### src/rtl/stage4ma_pkg.sv
// -----------------------------------------------------------------------------
// stage4ma_pkg
//   Shared constants for the memory-access stage:
//   - memory opcodes (instr[23:16], set+opcode byte)
//   - flag bit positions inside the 4-bit flags word
//   - MA stage state encodings
//   - helper that builds the flags word for a completed load
// -----------------------------------------------------------------------------
package stage4ma_pkg;

   localparam int unsigned DATA_W = 24;

   // Memory opcodes (set+opcode byte of the instruction word)
   localparam logic [7:0] OPC_R_LD  = 8'h14;
   localparam logic [7:0] OPC_R_ST  = 8'h15;
   localparam logic [7:0] OPC_I_LDi = 8'h54;
   localparam logic [7:0] OPC_I_STi = 8'h55;

   // Flag bit positions
   localparam int unsigned FLAG_Z = 0;
   localparam int unsigned FLAG_N = 1;
   localparam int unsigned FLAG_C = 2;
   localparam int unsigned FLAG_V = 3;

   typedef enum logic [0:0] {
      MA_S_IDLE = 1'b0,
      MA_S_WAIT = 1'b1
   } ma_state_e;

   // Loads report Z/N of the loaded word; C and V are always cleared.
   function automatic logic [3:0] load_flags(input logic [DATA_W-1:0] data);
      logic [3:0] f;
      f         = 4'b0000;
      f[FLAG_Z] = (data == '0);
      f[FLAG_N] = data[DATA_W-1];
      return f;
   endfunction

endpackage

### src/rtl/stage4ma_decode.sv
// -----------------------------------------------------------------------------
// stage4ma_decode
//   Combinational memory-op decode of the set+opcode byte. Kept separate so
//   hazard logic can reuse the same classification.
// Ports:
//   opc_in  in  8  instr[23:16]
//   is_ld   out 1  load opcode
//   is_st   out 1  store opcode
//   is_mem  out 1  load or store
// -----------------------------------------------------------------------------
module stage4ma_decode
   import stage4ma_pkg::*;
(
   input  logic [7:0] opc_in,
   output logic       is_ld,
   output logic       is_st,
   output logic       is_mem
);

   assign is_ld  = (opc_in == OPC_R_LD) || (opc_in == OPC_I_LDi);
   assign is_st  = (opc_in == OPC_R_ST) || (opc_in == OPC_I_STi);
   assign is_mem = is_ld | is_st;

endmodule

### src/rtl/stage4ma.sv
// -----------------------------------------------------------------------------
// stage4ma
//   Memory-access pipeline stage between the EX/MA latch and write-back.
//   Non-memory instructions pass through in one cycle. Loads/stores issue a
//   single-beat request on the data-memory port, stall upstream until
//   mem_ready (or timeout), then retire into the MA/WB latch.
//
//   state     | meaning
//   ----------+--------------------------------------------------------------
//   MA_S_IDLE | no request outstanding; accepts enable_in every cycle
//   MA_S_WAIT | request outstanding; stall_out high, waiting for mem_ready
//
// Ports:
//   clk, rst_n              clock / async active-low reset
//   enable_in, pc_in, instr_in, tgt_gp_in, tgt_sr_in, result_in, flags_in,
//   store_data_in, branch_taken_in        EX/MA latch contents
//   stall_out               upstream hold (combinational, state==MA_S_WAIT)
//   mem_req/we/addr/wdata   data-memory request (registered)
//   mem_ready, mem_rdata    data-memory response
//   enable_out .. branch_taken_out        MA/WB latch
//   fault_out               sticky memory-timeout fault
// Parameters:
//   TIMEOUT_CYCLES  wait cycles before abort (0 = never); must be < 2**CNT_W
//   CNT_W           wait counter width
// -----------------------------------------------------------------------------
module stage4ma
   import stage4ma_pkg::*;
#(
   parameter int unsigned TIMEOUT_CYCLES = 255,
   parameter int unsigned CNT_W          = 8
) (
   input  logic        clk,
   input  logic        rst_n,
   input  logic        enable_in,
   input  logic [23:0] pc_in,
   input  logic [23:0] instr_in,
   input  logic [3:0]  tgt_gp_in,
   input  logic [3:0]  tgt_sr_in,
   input  logic [23:0] result_in,
   input  logic [3:0]  flags_in,
   input  logic [23:0] store_data_in,
   input  logic        branch_taken_in,
   output logic        stall_out,
   output logic        mem_req,
   output logic        mem_we,
   output logic [23:0] mem_addr,
   output logic [23:0] mem_wdata,
   input  logic        mem_ready,
   input  logic [23:0] mem_rdata,
   output logic        enable_out,
   output logic [23:0] pc_out,
   output logic [23:0] instr_out,
   output logic [3:0]  tgt_gp_out,
   output logic [3:0]  tgt_sr_out,
   output logic [23:0] result_out,
   output logic [3:0]  flags_out,
   output logic        branch_taken_out,
   output logic        fault_out
);

   localparam bit               TIMEOUT_EN = (TIMEOUT_CYCLES != 0);
   // The counter holds the number of wait cycles already spent without
   // mem_ready, so the abort fires on the cycle it would reach TIMEOUT_CYCLES:
   // mem_req is then high for exactly TIMEOUT_CYCLES cycles.
   localparam logic [CNT_W-1:0] CNT_LAST   = CNT_W'(TIMEOUT_CYCLES - 1);

   logic is_ld, is_st, is_mem;

   stage4ma_decode u_decode (
      .opc_in (instr_in[23:16]),
      .is_ld  (is_ld),
      .is_st  (is_st),
      .is_mem (is_mem)
   );

   ma_state_e   state_q, state_d;
   logic [CNT_W-1:0] cnt_q, cnt_d;

   logic        mem_req_q,   mem_req_d;
   logic        mem_we_q,    mem_we_d;
   logic [23:0] mem_addr_q,  mem_addr_d;
   logic [23:0] mem_wdata_q, mem_wdata_d;

   // Holding registers for the instruction in flight
   logic [23:0] hold_pc_q,    hold_pc_d;
   logic [23:0] hold_instr_q, hold_instr_d;
   logic [3:0]  hold_gp_q,    hold_gp_d;
   logic [3:0]  hold_sr_q,    hold_sr_d;
   logic [3:0]  hold_flags_q, hold_flags_d;
   logic        hold_bt_q,    hold_bt_d;

   // MA/WB latch
   logic        en_q,     en_d;
   logic [23:0] pc_q,     pc_d;
   logic [23:0] instr_q,  instr_d;
   logic [3:0]  gp_q,     gp_d;
   logic [3:0]  sr_q,     sr_d;
   logic [23:0] result_q, result_d;
   logic [3:0]  flags_q,  flags_d;
   logic        bt_q,     bt_d;
   logic        fault_q,  fault_d;

   logic        timeout_hit;

   assign timeout_hit = TIMEOUT_EN && (cnt_q == CNT_LAST);

   always_comb begin
      state_d      = state_q;
      cnt_d        = cnt_q;
      mem_req_d    = mem_req_q;
      mem_we_d     = mem_we_q;
      mem_addr_d   = mem_addr_q;
      mem_wdata_d  = mem_wdata_q;
      hold_pc_d    = hold_pc_q;
      hold_instr_d = hold_instr_q;
      hold_gp_d    = hold_gp_q;
      hold_sr_d    = hold_sr_q;
      hold_flags_d = hold_flags_q;
      hold_bt_d    = hold_bt_q;
      en_d         = 1'b0;
      pc_d         = pc_q;
      instr_d      = instr_q;
      gp_d         = gp_q;
      sr_d         = sr_q;
      result_d     = result_q;
      flags_d      = flags_q;
      bt_d         = bt_q;
      fault_d      = fault_q;

      case (state_q)
         MA_S_IDLE: begin
            if (enable_in) begin
               if (is_mem) begin
                  state_d      = MA_S_WAIT;
                  cnt_d        = '0;
                  mem_req_d    = 1'b1;
                  mem_we_d     = is_st;
                  mem_addr_d   = result_in;
                  mem_wdata_d  = is_st ? store_data_in : 24'd0;
                  hold_pc_d    = pc_in;
                  hold_instr_d = instr_in;
                  hold_gp_d    = tgt_gp_in;
                  hold_sr_d    = tgt_sr_in;
                  hold_flags_d = flags_in;
                  hold_bt_d    = branch_taken_in;
               end else begin
                  en_d     = 1'b1;
                  pc_d     = pc_in;
                  instr_d  = instr_in;
                  gp_d     = tgt_gp_in;
                  sr_d     = tgt_sr_in;
                  result_d = result_in;
                  flags_d  = flags_in;
                  bt_d     = branch_taken_in;
               end
            end
         end

         MA_S_WAIT: begin
            if (mem_ready || timeout_hit) begin
               state_d   = MA_S_IDLE;
               mem_req_d = 1'b0;
               en_d      = 1'b1;
               pc_d      = hold_pc_q;
               instr_d   = hold_instr_q;
               gp_d      = hold_gp_q;
               sr_d      = hold_sr_q;
               bt_d      = hold_bt_q;
               if (mem_ready) begin
                  if (mem_we_q) begin
                     result_d = mem_addr_q;
                     flags_d  = hold_flags_q;
                  end else begin
                     result_d = mem_rdata;
                     flags_d  = load_flags(mem_rdata);
                  end
               end else begin
                  result_d = 24'd0;
                  flags_d  = 4'd0;
                  fault_d  = 1'b1;
               end
            end else begin
               cnt_d = cnt_q + 1'b1;
            end
         end

         default: state_d = MA_S_IDLE;
      endcase
   end

   always_ff @(posedge clk or negedge rst_n) begin
      if (!rst_n) begin
         state_q      <= MA_S_IDLE;
         cnt_q        <= '0;
         mem_req_q    <= 1'b0;
         mem_we_q     <= 1'b0;
         mem_addr_q   <= 24'd0;
         mem_wdata_q  <= 24'd0;
         hold_pc_q    <= 24'd0;
         hold_instr_q <= 24'd0;
         hold_gp_q    <= 4'd0;
         hold_sr_q    <= 4'd0;
         hold_flags_q <= 4'd0;
         hold_bt_q    <= 1'b0;
         en_q         <= 1'b0;
         pc_q         <= 24'd0;
         instr_q      <= 24'd0;
         gp_q         <= 4'd0;
         sr_q         <= 4'd0;
         result_q     <= 24'd0;
         flags_q      <= 4'd0;
         bt_q         <= 1'b0;
         fault_q      <= 1'b0;
      end else begin
         state_q      <= state_d;
         cnt_q        <= cnt_d;
         mem_req_q    <= mem_req_d;
         mem_we_q     <= mem_we_d;
         mem_addr_q   <= mem_addr_d;
         mem_wdata_q  <= mem_wdata_d;
         hold_pc_q    <= hold_pc_d;
         hold_instr_q <= hold_instr_d;
         hold_gp_q    <= hold_gp_d;
         hold_sr_q    <= hold_sr_d;
         hold_flags_q <= hold_flags_d;
         hold_bt_q    <= hold_bt_d;
         en_q         <= en_d;
         pc_q         <= pc_d;
         instr_q      <= instr_d;
         gp_q         <= gp_d;
         sr_q         <= sr_d;
         result_q     <= result_d;
         flags_q      <= flags_d;
         bt_q         <= bt_d;
         fault_q      <= fault_d;
      end
   end

   assign stall_out        = (state_q == MA_S_WAIT);
   assign mem_req          = mem_req_q;
   assign mem_we           = mem_we_q;
   assign mem_addr         = mem_addr_q;
   assign mem_wdata        = mem_wdata_q;
   assign enable_out       = en_q;
   assign pc_out           = pc_q;
   assign instr_out        = instr_q;
   assign tgt_gp_out       = gp_q;
   assign tgt_sr_out       = sr_q;
   assign result_out       = result_q;
   assign flags_out        = flags_q;
   assign branch_taken_out = bt_q;
   assign fault_out        = fault_q;

endmodule

### config.mk
export PLATFORM = sky130hd
export DESIGN_NAME = stage4ma
export DESIGN_NICKNAME = d
export VERILOG_FILES = /design/src/rtl/stage4ma_pkg.sv /design/src/rtl/stage4ma_decode.sv /design/src/rtl/stage4ma.sv
export SDC_FILE = /design/constraint.sdc
export NUM_CORES = 1
export LEC_CHECK = 0
export CELL_PAD_IN_SITES_DETAIL_PLACEMENT = 2
export CELL_PAD_IN_SITES_GLOBAL_PLACEMENT = 2
export CORE_AREA = 2 2 182 184
export DETAILED_ROUTE_END_ITERATION = 10
export DIE_AREA = 0 0 184 186
export HOLD_SLACK_MARGIN = 0.15
export PLACE_DENSITY = 0.9
export SYNTH_ARGS = -nofsm -noshare
export SYNTH_HDL_FRONTEND = slang
export SYNTH_HIERARCHICAL = 1
export SYNTH_SLANG_ARGS = --single-unit
### constraint.sdc
create_clock -name clk -period 1.8 [get_ports clk]
set_input_delay 0.36 -clock clk [delete_from_list [all_inputs] [get_ports clk]]
set_output_delay 0.36 -clock clk [all_outputs]
set_load 0.02 [all_outputs]
Word level (Yosys, flattened, before mapping)
Index checks and enable logic that the tools add are counted.
- bits of input ports: 137
- bits in writable memories: 0
- register bits: 207
- logic and storage cells: 93
- output and inout port bits: 138
- ROM bits: 0
- memories: 0
- bits in latches: 0
- muxes and demuxes: 49
- reductions and logical operators: 9
- div/mod/pow operators: 0
- equal/unequal tests: 10
- shift-type cells: 0
- order comparisons: 0
- bitwise logic cells: 3
- add/subtract/negate cells: 1
- $mul: 0
- operators with widths (operator ; number):
    $mux 24 ; 12
    $pmux 24 s2 ; 3
    $mux 4 ; 11
    $logic_not 24->1 ; 1
    $mux 8 ; 3
    $pmux 4 s2 ; 3
    $eq 8x5->1 const B ; 2
    $eq 8x7->1 const B ; 2
    $pmux 8 s2 ; 1
    $reduce_and 3->1 ; 5
    $mux 1 ; 12
    $add 8x1->8 const B ; 1
    $eq 8x8->1 const B ; 1
    $ne 2x2->1 const B ; 4
    $pmux 1 s2 ; 4
    $logic_or 1x1->1 ; 3
    $ne 2x1->1 const B ; 1
    $not 1->1 ; 2
    $or 1x1->1 ; 1

Depth between registers and ports, before layout
Gate-level depths: netlist of run 1.
- depth after elaboration: 6
- depth in mapped cells: 8
- mapped depth without buffers: 6

Hierarchy
The synthesis of run 1 kept the hierarchy.
- by module, submodules not included (module ; cells an instance ; times used ; area each (um2) ; sequential area each (um2)):
    stage4ma ; 916 ; 1 ; 8911.0 ; 5180.0
    stage4ma_decode ; 5 ; 1 ; 47.5 ; 0.0

Least setup slack after synthesis of run 1
Ideal clock, no wire load.
- path type: input-to-reg
- from: input port instr_in[17]
- to: register mem_wdata_q[0], in the netlist mem_wdata[0]
- slack: -0.300 ns
- setup time: 0.066 ns
- buffers on the path: 2
- arrival time: 2.034 ns
- stages: 7
- data required time: 1.734 ns
- cell sequence: or4b_4 > nor3b_1 > and3b_1 > clkbuf_1 > clkbuf_1 > nand3_1 > nand2_1
- word-level cells in the longest chain between the ends: 4
- elaborated cells on any way between the ends: 9
- those cells by class: eq/ne: 4; mux: 1; bitwise: 1; reduce/logical: 3
- RTL lines (what ; line ; text):
    from (decl) ; stage4ma.sv:36 ; input logic [23:0] instr_in,
    $eq 8x5->1 (tied with other cells) ; stage4ma_decode.sv:20 ; assign is_ld = (opc_in == OPC_R_LD) || (opc_in == OPC_I_LDi);
    $logic_or 1x1->1, on equally long branches ; stage4ma_decode.sv:20, stage4ma_decode.sv:21 ;
    $or 1x1->1 * ; stage4ma_decode.sv:22 ; assign is_mem = is_ld | is_st;
    net is_mem ; stage4ma.sv:67 ; logic is_ld, is_st, is_mem;
    $reduce_and 3->1 (no source line) * ; n/a ;
    to (signal assigned) ; stage4ma.sv:220 ; mem_wdata_q <= mem_wdata_d;
    to (decl) ; stage4ma.sv:82 ; logic [23:0] mem_wdata_q, mem_wdata_d;
Mark *: on every way through the listed nets, which the timed path passes. The rest lies on a longest branch.
A chain may end at the register's enable or synchronous reset.

Worst setup path after layout of run 1
- from: input port instr_in[21]
- to: register gp_q[3], in the netlist tgt_gp_out[3]
- word-level cells in the longest chain between the ends: 5
- elaborated cells on any way between the ends: 9
- those cells by class: eq/ne: 5; bitwise: 1; reduce/logical: 3
- RTL lines (what ; line ; text):
    $eq 8x5->1 (tied with other cells) ; stage4ma_decode.sv:20 ;
    $logic_or 1x1->1, on equally long branches ; stage4ma_decode.sv:20, stage4ma_decode.sv:21 ;
    $or 1x1->1 * ; stage4ma_decode.sv:22 ;
    net is_mem ; stage4ma.sv:67 ;
    $ne 2x2->1 (no source line) * ; n/a ;
    $reduce_and 3->1 (no source line) * ; n/a ;
    to (signal assigned) ; stage4ma.sv:230 ; gp_q <= gp_d;
    to (decl) ; stage4ma.sv:96 ; logic [3:0] gp_q, gp_d;
Marked as above.

==> results of run 1 <==
[routing by layer]
metal,global-route usage [%],vias up
li1,-,3840
met1,26.4,4532
met2,44.3,320
met3,6.08,107
met4,8.13,4
met5,0,-
[cell usage in the layout, fill, tap and decap left out, drive strengths merged, types with 2 or more instances in the layout]
master and instances:
nand2 261, dfrtp 207, dlygate4sd2 139, clkdlybuf4s50 129, buf 109, mux2i 80, nor2 65, a21oi 60
clkbuf 57, nand3 30, o21ai 30, inv 27, o21a 25, o221ai 25, clkinv 10, nand4 5
nor4 5, dlygate4sd3 4, nand3b 3, o31ai 3, xnor2 3, o211ai 3, a31oi 3, diode 2
nor2b 2, nand2b 2, nor3 2, a21o 2, bufinv 2, and3 2, ha 2
[flip-flops by register name, summed over array words and instances, names as in the netlist, 4 cells and up]
signal,count
tgt_sr_out,4
hold_flags_q,4
pc_out,24
tgt_gp_out,4
result_out,24
flags_out,4
hold_sr_q,4
cnt_q,8
mem_addr,24
hold_pc_q,24
mem_wdata,24
hold_instr_q,24
hold_gp_q,4
instr_out,24
[power by group]
group          internal (µW)  total (µW)  switching (µW)
Combinational           1260        2760            1490
Sequential              5120        5530             408
Clock                   3150        5400            2240
[through the flow]
step / power, µW / worst slack [ns] / cells / cell area (µm²) / hold slack [ns]
after floorplan: 6370 / -0.0980 / 920 / 9150 / 0.0644
after global placement: 7590 / -0.831 / 1592 / 12600 / 0.331
after detailed placement: 7740 / -0.923 / 1592 / 12600 / 0.338
after CTS: 13400 / -0.105 / 1689 / 14600 / 0.151
after global routing: 14200 / -0.217 / 1717 / 15700 / 0.176
final: 13700 / -0.192 / 1717 / 15700 / 0.163
[repair_timing]
item,CTS,global route
gates resized for setup,298,153
hold buffers,4,0
setup buffers,25,11
hold endpoints to repair,69,0
pin swaps,8,13
cloned,20,27
endpoints found under the setup margin,344,106
[worst max path at each step]
stage	from	end	slack, ns	cells past startpoint
after floorplan	instr_in[17]	result_out[10]$_DFFE_PN0P_	-0.1	7
after global placement	instr_in[21]	result_out[21]$_DFFE_PN0P_	-0.83	9
after detailed placement	instr_in[21]	result_out[21]$_DFFE_PN0P_	-0.92	9
after CTS	instr_in[23]	result_out[9]$_DFFE_PN0P_	-0.11	11
after global routing	cnt_q[0]$_DFFE_PN0P_	flags_out[2]$_DFFE_PN0P_	-0.22	10
final	instr_in[21]	tgt_gp_out[3]$_DFFE_PN0P_	-0.19	12
[worst reg2reg max path: cells and delay by family (launching register included)]
| family | cells | cell delay [ns] |
|---|---|---|
| AO/OA/AOI/OAI | 2 | 0.46 |
| buffers and inverters | 5 | 0.61 |
| adder cells (fa/ha/maj) | 1 | 0.17 |
| AND/OR/NAND/NOR | 2 | 0.21 |
| flip-flops | 1 | 0.40 |
[layout make-up]
class                           instances  share of cell area, %
Clock inverter                         13                  0.774
Inverter                               27                  0.647
Timing Repair Buffer                  403                   30.3
Sequential cell                       207                   33.1
Antenna cell                            2                 0.0319
Multi-Input combinational cell        622                   27.2
Clock buffer                           35                   4.69
Tap cell                              408                   3.26
==> flow_metrics.py, run 1 <==
metrics = {
    "run_status": {
        "status": "finished, violations left",
        "violations": "setup timing",
    },
    "drt": {
        "route.detailed.drc": 0,
        "routed_wirelength_mm": 46.7,
        "ant_nets": 0,
        "wl_met1_mm": 17.5,
        "post_drt_wl_per_cell_um": 27.2,
        "viasPerCell": 5.13,
        "detailedRoute.firstIterationViolations": 332,
        "dr.pass1.iters": 4,
        "wl_met3_mm": 2.78,
        "top_layer_used": "met5",
        "via_count": 8803,
        "routed-wl-met2_mm": 24.9,
    },
    "clocking": {
        "path_clk_slew_ns": 0.06,
        "clk_latency_ns": 0.54,
        "numClockSinks": 207,
        "root_buffer": "clkbuf_16",
        "cts_buffers": 26,
        "cts_max_path_buffers": 3,
        "cts_tree": "done",
        "htree_levels": 1,
    },
    "final_layout": {
        "fillers": 3219,
        "seq_area_um2": 5180,
        "postLayoutCoreUtil_pct": 48.7,
        "multi_input_area_um2": 4270,
        "final_nets": 1426,
        "area_delta_synth_final_pct": 75.3,
        "drive_gt1_share_pct": 25.6,
    },
    "critical_path": {
        "slowest_stage": "or4b_4",
        "crit_type": "input pin to flop",
        "crit_family": "simple AND/OR/NAND/NOR gates",
        "max_stage_delay_ns": 0.55,
        "r2r-end": "tgt_gp_out[3]$_DFFE_PN0P_",
        "reg2reg_slack_ns": -0.13,
        "worstPathArrival_ns": 2.40,
        "cp-start-kind": "input pin",
        "cp_num_buf_inv": 6,
        "rr_worst_depth": 10,
        "path_max_fanout": 5,
        "worstPathRequired_ns": 2.20,
        "endpoint_kind": "flop",
        "crit_path_cell_trace": "buf_8 > or4b_4 > nor3b_2 > buf_4 > or3b_4 > o211ai_4 > buf_12 > buf_12 > buf_8 > buf_16 > nor2_4 > a21oi_4",
        "r2r-start": "cnt_q[0]$_DFFE_PN0P_",
    },
    "floorplanning": {
        "io_pins": 275,
        "rows": 66,
        "die-area_um2": 34200,
        "coreArea_um2": 32200,
        "die_h_um": 186,
        "die_x_um": 184,
        "initial_core_util_pct": 27.8,
    },
    "worst_hold_path": {
        "hold_end": "instr_out[21]$_DFFE_PN0P_",
        "hold_class": "input pin to flop",
        "hold_depth": 3,
        "min_from": "instr_in[21]",
    },
    "yosys": {
        "yosysWarningCount": 6,
        "syn_area_um2": 8940,
        "synth_nets": 1059,
        "syn_inst": 920,
        "syn_avg_cell_area_um2": 9.72,
    },
    "global_routing": {
        "grt_pass1_vias": 9992,
        "antenna_found_initial": 5,
        "grt_pass1_wl_mm": 62.0,
        "grt_overflow_total": 0,
        "grtUsageTotal_pct": 23.9,
        "grt_max_degree": 54,
    },
    "timing": {
        "slew_headroom_pct": 52.6,
        "grt_setup_unrepaired": "yes",
        "finClkSkew_ns": 0.0101,
        "min_period_ns": 1.99,
        "hold_viol": 0,
        "setup_viol": 69,
        "final-max-slew-violation-count": 0,
        "fin_crit_sh_pct": 111,
        "worstMarginPinSlew_ns": 0.711,
        "fmax_mhz": 502,
        "worst_slack_ns": -0.192,
        "finalSetupTns_ns": -3.78,
    },
    "place": {
        "port_buffers": 274,
        "gp_congestion": 0.762,
        "hpwl_mm": 23.4,
    },
    "power": {
        "p_per_area_nw_per_um2": 873,
        "irDropWorstVdd_mv": 0.706,
        "p_leak_uw": 0.00704,
    },
    "job": {
        "cap_viol_max_count": 0,
    },
}
Note: power is estimated with default switching activity, not from simulation.
==> run 2: changes to the inputs <==
- GPL_TIMING_DRIVEN: not set -> 0
==> run 2 against run 1 <==
The run still ends with setup timing left. Combinational power fell by 2%. Routed wire length fell by 0.83%. Sequential power barely moved. Critical path type unchanged. Largest power group unchanged.
==> flow_metrics.py, run 2 (synthesis gave the netlist of run 1 again) <==
metrics = {
    "critical_path": {
        "endpoint_kind": "flop",
        "worstPathArrival_ns": 2.35,
        "cp-start-kind": "input pin",
        "path_max_fanout": 6,
        "crit_type": "input pin to flop",
        "worstPathRequired_ns": 2.22,
    },
    "floorplanning": {
        "initial_core_util_pct": 27.8,
        "coreArea_um2": 32200,
        "die-area_um2": 34200,
        "die_x_um": 184,
        "rows": 66,
        "die_h_um": 186,
        "io_pins": 275,
    },
    "drt": {
        "top_layer_used": "met5",
        "route.detailed.drc": 0,
        "ant_nets": 0,
        "viasPerCell": 5.15,
        "wl_met3_mm": 2.66,
        "routed_wirelength_mm": 46.3,
        "post_drt_wl_per_cell_um": 27.1,
        "wl_met1_mm": 17.4,
        "detailedRoute.firstIterationViolations": 360,
        "routed-wl-met2_mm": 24.4,
        "via_count": 8806,
        "dr.pass1.iters": 4,
    },
    "timing": {
        "slew_headroom_pct": 45.1,
        "worstMarginPinSlew_ns": 0.823,
        "fin_crit_sh_pct": 108,
        "setup_viol": 125,
        "worst_slack_ns": -0.135,
        "fmax_mhz": 517,
        "hold_viol": 0,
        "final-max-slew-violation-count": 0,
        "finClkSkew_ns": 0.0125,
        "hold_slack_ns": 0.0699,
        "min_period_ns": 1.94,
        "finalSetupTns_ns": -5.32,
        "grt_setup_unrepaired": "yes",
    },
    "clocking": {
        "root_buffer": "clkbuf_16",
        "cts_buffers": 26,
        "cts_tree": "done",
        "htree_levels": 1,
        "numClockSinks": 207,
        "holdBufCountCts": 5,
        "path_clk_slew_ns": 0.06,
        "cts_max_path_buffers": 3,
        "clk_latency_ns": 0.54,
    },
    "place": {
        "hpwl_mm": 25.5,
        "gp_congestion": 0.790,
        "dp_slack_ns": -1.38,
        "port_buffers": 273,
        "dp.cells": 1602,
        "dpl_cell_area_um2": 12400,
    },
    "worst_hold_path": {
        "hold_class": "input pin to flop",
    },
    "global_routing": {
        "grtUsageTotal_pct": 27.1,
        "antenna_found_initial": 3,
        "grt_pass1_wl_mm": 68.8,
        "grt_overflow_total": 0,
        "grt_max_degree": 107,
        "grt_pass1_vias": 10500,
    },
    "final_layout": {
        "drive_gt1_share_pct": 31.0,
        "layout_commonest_cell": "dfrtp_1",
        "area_delta_synth_final_pct": 78.7,
        "final_cell_mix": "dfrtp_1 (206), nand2_1 (187), dlygate4sd2_1 (138), clkdlybuf4s50_1 (129), mux2i_1 (78)",
        "layout.cells.non_filler": 1710,
        "fin_area_um2": 16000,
        "final_nets": 1424,
        "diodes": 0,
    },
    "run_status": {
        "violations": "setup timing",
        "status": "finished, violations left",
    },
    "power": {
        "irDropWorstVdd_mv": 0.584,
        "p_leak_uw": 0.00711,
        "p_per_area_nw_per_um2": 846,
    },
    "job": {
        "cap_viol_max_count": 0,
    },
}
==> run 2: cell count changes in the layout (fill, tap and decap cells not counted), moves of 9 or more <==
cell and change:
buf_12 -13, buf_4 -31, buf_8 +10, clkbuf_16 +10, clkbuf_2 +9, clkbuf_8 +15
nand2_1 -55, nand2_2 +44, nand2_4 +11, nand3_1 -20, nand3_2 +15, nor2_2 +13
nor2_4 -9
==> run 2: timing repair <==
action	CTS	global route
endpoints found under the setup margin	344	201
pin swaps	108	18
hold endpoints to repair	106	1
setup buffers	24	3
gates resized for setup	561	68
cloned	34	2
==> run 2: layout make-up <==
type,count,area [µm²]
repair buffers,339,3760
well taps,408,510
fillers,3171,16200
plain buffers,62,940
inverters,27,101
clock inverters,4,45.0
flip-flops and latches,207,5180
clock buffers,41,798
multi-input cells,622,4640
==> run 2: worst paths after layout <==
kind | startpoint | end | cells past startpoint | slack [ns]
worst max-delay path | instr_in[17] | pc_out[20]$_DFFE_PN0P_ | 11 | -0.14
worst min-delay path | instr_in[20] | hold_instr_q[20]$_DFFE_PN0P_ | 3 | 0.07
worst max register to register | cnt_q[3]$_DFFE_PN0P_ | flags_out[1]$_DFFE_PN0P_ | 8 | -0.08
worst min register to register | mem_wdata[11]$_DFFE_PN0P_ | mem_wdata[11]$_DFFE_PN0P_ | 2 | 0.47
max in group asynchronous | rst_n | mem_wdata[23]$_DFFE_PN0P_ | 3 | 0.17
min in group asynchronous | rst_n | result_out[18]$_DFFE_PN0P_ | 2 | 0.50
==> run 2: per-stage QoR <==
stage	power [µW]	utilization [%]
after floorplan	6370	-
after global placement	7580	38.5
after detailed placement	7720	38.6
after CTS	13400	48.8
after global routing	14100	49.6
final	13500	49.6
==> run 2: worst max-delay path, stage by stage <==
cell and delay, ns:
buf_6 0.10, or4b_4 0.56, nor3b_4 0.28, or3b_4 0.19, o211ai_4 0.07, buf_12 0.17, buf_12 0.13, buf_12 0.14
clkbuf_16 0.16, nor2_2 0.12, a21oi_2 0.05
==> run 2: metal layers <==
layer	global-route usage [%]	up-vias
met5	0	-
met4	9.70	4
met3	6.07	116
met2	50.4	309
met1	30.2	4543
li1	-	3834
==> run 2: power by group <==
part | total, µW | switching [µW] | internal, µW
combinational | 2700 | 1470 | 1220
sequential | 5540 | 420 | 5120
clock | 5290 | 2140 | 3150
